==> config.mk <==
export PLATFORM = sky130hd
export DESIGN_NAME = pwm_fade_sched
export DESIGN_NICKNAME = d
export VERILOG_FILES = /design/src/rtl/pwm_fade_pkg.sv /design/src/rtl/pwm_fade_step.sv /design/src/rtl/pwm_fade_sched.sv
export SDC_FILE = /design/constraint.sdc
export NUM_CORES = 1
export LEC_CHECK = 0
export CAP_MARGIN = 20
export CORE_MARGIN = 2
export CORE_UTILIZATION = 55
export DETAILED_ROUTE_END_ITERATION = 16
export DONT_BUFFER_PORTS = 1
export PLACE_DENSITY = 0.71
export SYNTH_ARGS = -nofsm -noshare
export SYNTH_HDL_FRONTEND = slang
export SYNTH_SLANG_ARGS = --single-unit
==> constraint.sdc <==
create_clock -name clk -period 5.32 [get_ports clk]
set_input_delay 0.532 -clock clk [delete_from_list [all_inputs] [get_ports clk]]
set_output_delay 0.532 -clock clk [all_outputs]
set_load 0.02 [all_outputs]
==> src/rtl/pwm_fade_pkg.sv <==
// pwm_fade_pkg -- shared types and helpers for the PWM fade scheduler.
//
// Contents:
//   fsm_state_t  scheduler state (IDLE, ACCUM)
//   duty_t       wide unsigned container for any legal duty plus one carry bit
//   idx_width()  width of an output index, never below 1
//   sat_add()    add two duties and clamp the sum to the counter maximum
//
// CTR_LEN is limited to MAX_CTR_LEN. This keeps the duty_t container wide
// enough for any legal sum.
package pwm_fade_pkg;

  typedef enum logic {
    IDLE  = 1'b0,
    ACCUM = 1'b1
  } fsm_state_t;

  localparam int MAX_CTR_LEN = 16;

  // One bit wider than the largest duty, so a+b of two duties never wraps.
  typedef logic [MAX_CTR_LEN:0] duty_t;

  function automatic int idx_width(input int n);
    return (n > 1) ? $clog2(n) : 1;
  endfunction

  // The (CTR_LEN+1)-bit sum clamps to 2**ctr_len-1. The callers feed the
  // clamped value back in as the running accumulator. Once it hits the top,
  // it stays there. This gives zero-width windows for every later output.
  function automatic duty_t sat_add(input duty_t a, input duty_t b,
                                    input int ctr_len);
    duty_t sum;
    duty_t lim;
    sum = a + b;
    lim = duty_t'((1 << ctr_len) - 1);
    return (sum > lim) ? lim : sum;
  endfunction

endpackage

==> src/rtl/pwm_fade_step.sv <==
// pwm_fade_step -- combinational step of one current duty toward its target.
//
// Ports:
//   i_cur  [CTR_LEN]  current (linear) duty
//   i_tgt  [CTR_LEN]  target duty
//   i_imm  1          jump straight to target, no fading
//   o_nxt  [CTR_LEN]  next current duty
//   o_eff  [CTR_LEN]  effective window width contributed by o_nxt
//
// Optional build macro: PWM_FADE_GAMMA_EN.
//   Defined:   o_eff = (o_nxt*o_nxt) >> CTR_LEN, a square-law brightness curve.
//   Undefined: o_eff = o_nxt.
// Fading always runs on the linear value. Gamma only shapes the window width.
module pwm_fade_step
  import pwm_fade_pkg::*;
#(
  parameter int CTR_LEN   = 8,
  parameter int FADE_STEP = 1
) (
  input  logic [CTR_LEN-1:0] i_cur,
  input  logic [CTR_LEN-1:0] i_tgt,
  input  logic               i_imm,
  output logic [CTR_LEN-1:0] o_nxt,
  output logic [CTR_LEN-1:0] o_eff
);

  // The truncation is used only when the distance exceeds FADE_STEP. In
  // that case FADE_STEP < 2**CTR_LEN, so it is exact.
  localparam logic [CTR_LEN-1:0] STEP = CTR_LEN'(FADE_STEP);

  logic               w_up;
  logic [CTR_LEN-1:0] w_diff;

  always_comb begin
    w_up   = (i_tgt > i_cur);
    w_diff = w_up ? (i_tgt - i_cur) : (i_cur - i_tgt);
    if (i_imm)
      o_nxt = i_tgt;
    else if (int'(w_diff) <= FADE_STEP)
      o_nxt = i_tgt;                       // last partial step lands exactly
    else if (w_up)
      o_nxt = i_cur + STEP;
    else
      o_nxt = i_cur - STEP;
  end

`ifdef PWM_FADE_GAMMA_EN
  logic [2*CTR_LEN-1:0] w_ext;
  assign w_ext = {{CTR_LEN{1'b0}}, o_nxt};
  // Keep the upper half of the square: 128*128 >> 8 = 64 for CTR_LEN=8.
  assign o_eff = CTR_LEN'((w_ext * w_ext) >> CTR_LEN);
`else
  assign o_eff = o_nxt;
`endif

endmodule

==> src/rtl/pwm_fade_sched.sv <==
// pwm_fade_sched -- target/fade scheduler feeding the LED-panel PWM stage.
//
// Keeps a target duty per time-sliced output. Once every FADE_DIV PWM
// periods, it walks the outputs one per cycle. On each visit it moves the
// current duty toward its target and rebuilds the cumulative compare array
// into a shadow copy. The shadow reaches the compare output only at a PWM
// period boundary, so the downstream stage never sees a half-updated table.
//
// Ports:
//   clk           clock
//   rst           synchronous, active-high reset (same reset as the PWM stage)
//   wr_valid      target-write request
//   wr_ready      write accepted when wr_valid && wr_ready (low during a pass)
//   wr_idx        output index; out-of-range indices are accepted and dropped
//   wr_duty       target window width
//   wr_immediate  the next pass jumps current to target with no fading
//   compare       [NUM_OUTPUTS:0] x CTR_LEN thresholds; output i is on for
//                 counter values in [compare[i], compare[i+1])
//   period_start  one-cycle pulse after the mirrored counter wraps max->0
//   busy          high while a fade pass (ACCUM) is running
//
// Optional build macro: PWM_FADE_GAMMA_EN (square-law effective duty, see
// pwm_fade_step).
module pwm_fade_sched
  import pwm_fade_pkg::*;
#(
  parameter int CTR_LEN     = 8,
  parameter int NUM_OUTPUTS = 1,
  parameter int FADE_DIV    = 4,
  parameter int FADE_STEP   = 1
) (
  input  logic                                clk,
  input  logic                                rst,
  input  logic                                wr_valid,
  output logic                                wr_ready,
  input  logic [idx_width(NUM_OUTPUTS)-1:0]   wr_idx,
  input  logic [CTR_LEN-1:0]                  wr_duty,
  input  logic                                wr_immediate,
  output logic [NUM_OUTPUTS:0][CTR_LEN-1:0]   compare,
  output logic                                period_start,
  output logic                                busy
);

  localparam int                IW       = idx_width(NUM_OUTPUTS);
  localparam logic [7:0]        DIV_LAST = 8'(FADE_DIV - 1);
  localparam logic [IW-1:0]     I_LAST   = IW'(NUM_OUTPUTS - 1);

  // ---------------------------------------------------------------------
  // State
  // ---------------------------------------------------------------------
  logic [CTR_LEN-1:0]                  r_ctr;          // mirror of PWM counter
  logic [7:0]                          r_div;          // periods since last pass
  logic                                r_period_start;

  fsm_state_t                          r_state;
  logic                                r_busy;
  logic [IW-1:0]                       r_i;            // output being visited
  logic [CTR_LEN-1:0]                  r_acc;          // running, clamped sum

  logic [NUM_OUTPUTS-1:0][CTR_LEN-1:0] r_cur;
  logic [NUM_OUTPUTS-1:0][CTR_LEN-1:0] r_tgt;
  logic [NUM_OUTPUTS-1:0]              r_imm;

  // The shadow's entry 0 is always zero, so only entries 1..N are stored.
  logic [NUM_OUTPUTS:1][CTR_LEN-1:0]   r_shadow;
  logic                                r_shadow_vld;
  logic [NUM_OUTPUTS:0][CTR_LEN-1:0]   r_compare;

  // ---------------------------------------------------------------------
  // Combinational helpers
  // ---------------------------------------------------------------------
  logic               w_boundary;
  logic               w_tick;
  logic               w_wr_fire;
  logic               w_wr_hit;
  logic [CTR_LEN-1:0] w_cur;
  logic [CTR_LEN-1:0] w_tgt;
  logic               w_imm;
  logic [CTR_LEN-1:0] w_nxt;
  logic [CTR_LEN-1:0] w_eff;
  logic [CTR_LEN-1:0] w_acc_nxt;

  // The last cycle of a PWM period. Registers updated on this edge take
  // effect together with the counter's wrap to 0.
  assign w_boundary = (r_ctr == {CTR_LEN{1'b1}});
  assign w_tick     = w_boundary && (r_div == DIV_LAST);

  assign w_wr_fire  = wr_valid && !r_busy;
  assign w_wr_hit   = (int'(wr_idx) < NUM_OUTPUTS);

  // Select the entry of the output being visited for the shared step unit.
  always_comb begin
    w_cur = '0;
    w_tgt = '0;
    w_imm = 1'b0;
    for (int k = 0; k < NUM_OUTPUTS; k++) begin
      if (r_i == IW'(k)) begin
        w_cur = r_cur[k];
        w_tgt = r_tgt[k];
        w_imm = r_imm[k];
      end
    end
  end

  pwm_fade_step #(
    .CTR_LEN   (CTR_LEN),
    .FADE_STEP (FADE_STEP)
  ) u_step (
    .i_cur (w_cur),
    .i_tgt (w_tgt),
    .i_imm (w_imm),
    .o_nxt (w_nxt),
    .o_eff (w_eff)
  );

  assign w_acc_nxt = CTR_LEN'(sat_add(duty_t'(r_acc), duty_t'(w_eff), CTR_LEN));

  // ---------------------------------------------------------------------
  // Mirrored PWM counter, period pulse and fade divider
  // ---------------------------------------------------------------------
  always_ff @(posedge clk) begin
    if (rst) begin
      r_ctr          <= '0;
      r_div          <= '0;
      r_period_start <= 1'b0;
    end else begin
      r_ctr          <= r_ctr + CTR_LEN'(1);
      r_period_start <= w_boundary;
      if (w_boundary)
        r_div <= (r_div == DIV_LAST) ? 8'd0 : r_div + 8'd1;
    end
  end

  // ---------------------------------------------------------------------
  // Target table, fade pass FSM, shadow and compare registers
  // ---------------------------------------------------------------------
  always_ff @(posedge clk) begin
    if (rst) begin
      r_state      <= IDLE;
      r_busy       <= 1'b0;
      r_i          <= '0;
      r_acc        <= '0;
      r_cur        <= '0;
      r_tgt        <= '0;
      r_imm        <= '0;
      r_shadow     <= '0;
      r_shadow_vld <= 1'b0;
      r_compare    <= '0;
    end else begin
      // Writes are only accepted outside a pass. They therefore never
      // collide with the pass updating r_imm.
      if (w_wr_fire && w_wr_hit) begin
        for (int k = 0; k < NUM_OUTPUTS; k++) begin
          if (int'(wr_idx) == k) begin
            r_tgt[k] <= wr_duty;
            r_imm[k] <= r_imm[k] | wr_immediate;
          end
        end
      end

      // A completed table goes out only on a period boundary. A pass
      // cannot finish on a boundary cycle, because NUM_OUTPUTS+2 < 2**CTR_LEN.
      if (w_boundary && r_shadow_vld) begin
        r_compare    <= {r_shadow, {CTR_LEN{1'b0}}};
        r_shadow_vld <= 1'b0;
      end

      case (r_state)
        IDLE: begin
          if (w_tick) begin
            r_state <= ACCUM;
            r_busy  <= 1'b1;
            r_i     <= '0;
            r_acc   <= '0;
          end
        end

        // A tick that arrives here is ignored. Under the parameter limits,
        // a pass ends long before the next boundary.
        ACCUM: begin
          for (int k = 0; k < NUM_OUTPUTS; k++) begin
            if (r_i == IW'(k)) begin
              r_cur[k]      <= w_nxt;
              r_imm[k]      <= 1'b0;
              r_shadow[k+1] <= w_acc_nxt;
            end
          end
          r_acc <= w_acc_nxt;
          if (r_i == I_LAST) begin
            r_state      <= IDLE;
            r_busy       <= 1'b0;
            r_shadow_vld <= 1'b1;
          end else begin
            r_i <= r_i + IW'(1);
          end
        end

        default: begin
          r_state <= IDLE;
          r_busy  <= 1'b0;
        end
      endcase
    end
  end

  assign compare      = r_compare;
  assign period_start = r_period_start;
  assign busy         = r_busy;
  assign wr_ready     = !r_busy;

endmodule
==> impl_metrics.env, run 1 <==
export IMPL_status="finished clean"
export IMPL_ys_flop_type="dfxtp_1"
export IMPL_fill_cells=597
export IMPL_synthTopCellsByArea="dfxtp_1, ha_1, a21oi_1"
export IMPL_hold_path_class="in2reg"
export IMPL_port_buffers=0
export IMPL_power_density_nw_per_um2=292
export IMPL_diodes=0
export IMPL_synth_fa_ha_area_frac=0.124
export IMPL_vias=3153
export IMPL_required_ns=5.58
export IMPL_dpl_hpwl_mm=6.13
export IMPL_cts_tree="done"
export IMPL_final_antenna_net_count=0
export IMPL_power_total_mw=1.17
export IMPL_syn_area_um2=3760
export IMPL_grt_pass1_wl_mm=13.8
export IMPL_irDropWorstVdd_uv=236
export IMPL_drive_gt1_frac=0.0855
export IMPL_die_height_um=86.7
export IMPL_ys_async_sr_fraction=0
export IMPL_drv_slew=0
export IMPL_drc=0
export IMPL_grt_pass1_vias=2999
export IMPL_grt_usage=0.234
export IMPL_leakage_nw=1.65
export IMPL_ys_types=65
export IMPL_muxShareOfSynthArea=0.00865
export IMPL_start_util=0.560
export IMPL_fp_row_count=30
export IMPL_reg2reg_slack_ns=0.38
export IMPL_yosys_area_share_simple=0.203
export IMPL_clockRootBuffer="clkbuf_8"
export IMPL_max_freq_mhz=202
export IMPL_skew_ns=0.00926
export IMPL_gp_congestion=0.883
export IMPL_cp_max_fo=7
export IMPL_synth_edf_count=0
export IMPL_cap_violations=0
export IMPL_dr_pass1_iters=4
export IMPL_via_per_inst=5.88
export IMPL_finalSetupTns_ns=0
export IMPL_final_hold_violation_count=0
export IMPL_crit_type="reg2reg"
export IMPL_post_cts_buffers=0
export IMPL_post_drt_wl_per_cell_um=15.4
export IMPL_finalCritPeriodShare=0.929
export IMPL_fin_crit_ns=4.94
export IMPL_synthCells=458
export IMPL_die_w_um=86.7
export IMPL_pin_count=32
export IMPL_post_synth_top_area_cell="dfxtp_1"
export IMPL_startpoint_type="flip-flop"
export IMPL_numClockSinks=61
export IMPL_synth_top_family_by_area="compound AO/OA/AOI/OAI gates"
export IMPL_slew_headroom=0.266
export IMPL_first_iter_violations=182
export IMPL_synth_xor_area_frac=0.0512
export IMPL_rsz0062_at_grt="false"
export IMPL_core_area_um2=6720
export IMPL_grt_antenna_before_repair=0
export IMPL_utilization=0.595
export IMPL_cts_buffers=9
export IMPL_grt_ovfl_total=0
export IMPL_tightest_slew_ns=1.10
export IMPL_dieArea_um2=7520
export IMPL_grt_max_degree=38
export IMPL_yosysWarnings=0
export IMPL_postSynthAreaPerCell_um2=8.21
export IMPL_crit_arrival_ns=5.20
export IMPL_synth_compound_area_share=0.219
export IMPL_nets=499
export IMPL_end_kind="flip-flop"
export IMPL_clk_latency_ns=0.34
export IMPL_setup_viol=0
export IMPL_netlist_area_leader_share=0.325
export IMPL_clkTransAtPathRegs_ns=0.08
export IMPL_finalWirelength_mm=8.26
export IMPL_cts_buffer_depth=2
export IMPL_seq_area_frac_synth=0.325
export IMPL_htreeDepth=3
export IMPL_synth_seq_cells=61
export IMPL_synthToLayoutAreaGrowth_pct=6.22
## layout make-up
class,count,area (um2),share of cell area
clock buffer,9,124,0.0310
clock inverter,7,97.6,0.0244
inverter,29,109,0.0272
multi-input combinational,348,2330,0.583
sequential,61,1220,0.306
tap,80,100,0.0251
timing repair buffer,2,15.0,0.00376
## registers in the layout, indices dropped and copies added (netlist names)
| name | cells |
|---|---|
| r_cur | 8 |
| r_shadow | 8 |
| r_div | 8 |
| period_start | 1 |
| compare | 8 |
| r_state | 1 |
| busy | 1 |
| r_acc | 8 |
| r_ctr | 8 |
| r_tgt | 8 |
| r_shadow_vld | 1 |
| r_imm | 1 |
## routing by layer
metal	global-route usage	wire, um
met1	0.311	3870
met2	0.365	3850
met3	0.0410	326
met4	0.116	207
met5	0	0
## power breakdown
| group | total [mW] | leakage, nW | switching [mW] | internal [mW] |
|---|---|---|---|---|
| Clock | 0.466 | 0.106 | 0.200 | 0.266 |
| Combinational | 0.236 | 1.05 | 0.146 | 0.0902 |
| Sequential | 0.466 | 0.493 | 0.00435 | 0.462 |
| Total | 1.17 | 1.65 | 0.351 | 0.818 |
## per-stage QoR
step	area [um2]	cells	worst slack [ns]	hold slack, ns
final	4000	536	0.380	0.244
after global routing	4000	536	0.000756	0.230
after CTS	3980	536	0.252	0.236
after detailed placement	3760	520	0.276	0.434
after global placement	3760	520	0.458	0.434
after floorplan	3790	465	0.866	0.418
## worst max-delay path: stages, from the launching register on
cell,delay [ns]
dfxtp_1,0.48
inv_1,0.15
ha_1,0.35
nor2b_4,0.14
o2111a_1,0.27
or3_1,0.35
a221oi_2,0.33
nand4b_1,0.32
nand3_1,0.20
and2_1,0.15
ha_1,0.18
inv_1,0.06
fa_1,0.39
nor2b_1,0.13
o21ai_0,0.12
a21oi_1,0.19
o21ai_0,0.17
a221o_1,0.48
nor2b_1,0.19
a211oi_1,0.22
## cell usage after synthesis, types with 6 or more instances
cell and number:
nand3_1 23, nand2_1 31, nor2b_1 7, a21o_1 13, o21ai_0 26, buf_4 8, or3_1 6, buf_2 7
a21oi_1 46, xnor2_1 11, nor2_1 56, clkbuf_1 10, dfxtp_1 61, inv_1 29, ha_1 31, xor2_1 11
## timing repair
item	CTS	global route
hold buffers	0	0
endpoints found under the setup margin	0	16
gates resized for setup	0	4
## layout by cell type (no fill, tap or decap), drive strengths merged, types with 3 or more instances in the layout
cell type  count
dfxtp         61
a311o          3
nand3         23
nand2         31
xor2          11
fa             4
o21a           3
nand4b         3
xnor2         11
a21oi         46
or3            6
o21ai         28
nor3           6
a21o          13
inv           31
nand4          5
nor2b          8
nand2b         4
clkbuf         9
a311oi         4
a211oi         6
ha            31
conb           8
nor2          57
## cell families after synthesis
group / count (synthesis)
flip-flops: 61
adder cells (fa/ha/maj): 35
AND/OR/NAND/NOR: 156
multiplexers: 3
other: 1
AO/OA/AOI/OAI: 124
XOR/XNOR: 22
buffers and inverters: 56
## path summary, 6_finish.rpt
check / startpoint / to / cells after the start
hold / removal: rst / r_div[1] / 1
hold reg to reg: r_ctr[0] / r_ctr[0] / 1
setup reg to reg: r_cur[1] / r_shadow[0] / 19
setup / recovery: r_cur[1] / r_shadow[0] / 19
Power figures use the tool's default switching activity.
==> inputs of run 2 (changes only) <==
SETUP_SLACK_MARGIN = 0.02   (was unset)
==> results of run 2 <==
No change in the layout: final DEF, timing and power equal those of run 1.
==> inputs of run 3 (changes only) <==
CELL_PAD_IN_SITES_DETAIL_PLACEMENT = 0   (was unset)
CELL_PAD_IN_SITES_GLOBAL_PLACEMENT = 1   (was unset)
CORE_UTILIZATION = 48   (was 55)
PLACE_DENSITY = 0.81   (was 0.71)
==> impl_metrics.env, run 3 (synthesis results as in run 1) <==
export IMPL_layout_common_cells="dfxtp_1, nor2_1, a21oi_1, nand2_1, ha_1"
export IMPL_finalInstanceArea_um2=4010
export IMPL_fp_row_count=32
export IMPL_core_area_um2=7650
export IMPL_power_density_nw_per_um2=278
export IMPL_die_w_um=92.5
export IMPL_r2r_cells=20
export IMPL_pin_count=32
export IMPL_place_area_um2=3790
export IMPL_clockRootBuffer="clkbuf_8"
export IMPL_hold_path_class="in2reg"
export IMPL_numClockSinks=61
export IMPL_first_iter_violations=165
export IMPL_cpMaxStageDelayCell="fa_1"
export IMPL_grt_pass1_wl_mm=14.3
export IMPL_htreeDepth=3
export IMPL_instances_no_fill=560
export IMPL_crit_type="reg2reg"
export IMPL_synthToLayoutAreaGrowth_pct=6.62
export IMPL_final_hold_violation_count=0
export IMPL_final_common_cell="dfxtp_1"
export IMPL_skew_ns=0.00899
export IMPL_required_ns=5.57
export IMPL_grt_antenna_before_repair=0
export IMPL_dr_pass1_iters=5
export IMPL_max_freq_mhz=200
export IMPL_drv_slew=0
export IMPL_nets=501
export IMPL_cts_resized=0
export IMPL_post_cts_buffers=0
export IMPL_final_antenna_net_count=0
export IMPL_finalSetupTns_ns=0
export IMPL_cts_buffers=9
export IMPL_via_per_inst=5.61
export IMPL_irDropWorstVdd_uv=120
export IMPL_finalWirelength_mm=8.60
export IMPL_cts_buffer_depth=2
export IMPL_start_util=0.492
export IMPL_end_kind="flip-flop"
export IMPL_cts_tree="done"
export IMPL_hold_buffers=0
export IMPL_post_drt_wl_per_cell_um=15.4
export IMPL_cp_max_fo=7
export IMPL_tightest_slew_ns=0.813
export IMPL_finalCritPeriodShare=0.940
export IMPL_place_inst=543
export IMPL_drive_gt1_frac=0.0873
export IMPL_diodes=0
export IMPL_holdPathStages=1
export IMPL_crit_arrival_ns=5.25
export IMPL_postLayoutSetupSlackWorst_ns=0.321
export IMPL_status="finished clean"
export IMPL_place_ws_ns=0.197
export IMPL_die_height_um=92.5
export IMPL_clk_latency_ns=0.33
export IMPL_cp_slowest_stage_delay_ns=0.43
export IMPL_drc=0
export IMPL_clkTransAtPathRegs_ns=0.07
export IMPL_slew_headroom=0.456
export IMPL_setup_viol=0
export IMPL_vias=3141
export IMPL_gp_congestion=0.933
export IMPL_dpl_hpwl_mm=6.48
export IMPL_rsz0062_at_grt="false"
export IMPL_leakage_nw=1.65
export IMPL_worstPathCellList="ha_1, fa_1, nand2b_1, o2bb2ai_1, o21ba_2, nor2_2, inv_2, ha_1, a21o_1, a21oi_1, o21ai_0, a311oi_2, o21ai_0, nand4b_1, nand2_1, ha_2, nor2_1, a221o_1, nor2b_1, a211oi_1"
export IMPL_grt_ovfl_total=0
export IMPL_grt_pass1_vias=2985
export IMPL_grt_usage=0.211
export IMPL_dieArea_um2=8560
export IMPL_startpoint_type="flip-flop"
export IMPL_fin_crit_ns=5.00
export IMPL_fill_cells=770
export IMPL_port_buffers=0
export IMPL_cap_violations=0
export IMPL_grt_max_degree=38
export IMPL_utilization=0.524
## run 3: cell types whose count changed in the layout (fill, tap and decap cells not counted), sizes merged
cell	delta
buf	+2
bufinv	-1
clkbuf	+3
clkinv	+1
clkinvlp	-1
inv	-2
## run 3: stage by stage
stage	total power [mW]	hold WS (ns)
2_1_floorplan	0.666	0.418
3_3_place_gp	0.702	0.428
3_5_place_dp	0.707	0.430
4_1_cts	1.12	0.246
5_1_grt	1.18	0.229
6_report	1.11	0.260
## run 3: layer usage
metal  vias up  wire [um]  global-route usage
met3         7        410              0.0643
met1      1486       4240               0.287
met4         0         73              0.0510
met2        55       3870               0.329
met5         -          0                   0
li1       1593          -                   -
## run 3: critical path, delay by kind of cell, from the launching register on
kind / cells / cell delay, ns
AO/OA/AOI/OAI: 9 / 2.12
adder cells (fa/ha/maj): 4 / 1.38
AND/OR/NAND/NOR: 6 / 0.89
flip-flops: 1 / 0.37
buffers and inverters: 1 / 0.14
## run 3: layout make-up
class | count | area (um2) | share of cell area
inverter | 29 | 109 | 0.0271
tap | 102 | 128 | 0.0318
multi-input combinational | 348 | 2330 | 0.580
sequential | 61 | 1220 | 0.305
clock buffer | 12 | 145 | 0.0362
clock inverter | 4 | 47.5 | 0.0119
timing repair buffer | 4 | 33.8 | 0.00842
## run 3: final timing paths
| kind | start | slack, ns | endpoint |
|---|---|---|---|
| worst max-delay path | r_cur[0] | 0.32 | r_shadow[0] |
| worst min-delay path | rst | 0.26 | r_cur[7] |
| worst max register to register | r_cur[0] | 0.32 | r_shadow[0] |
| worst min register to register | r_ctr[0] | 0.44 | r_ctr[0] |
## run 3: where the power goes
part | switching, mW | leakage [nW] | internal (mW)
clock | 0.180 | 0.0964 | 0.228
combinational | 0.148 | 1.06 | 0.0924
sequential | 0.00451 | 0.493 | 0.462
total | 0.332 | 1.65 | 0.782
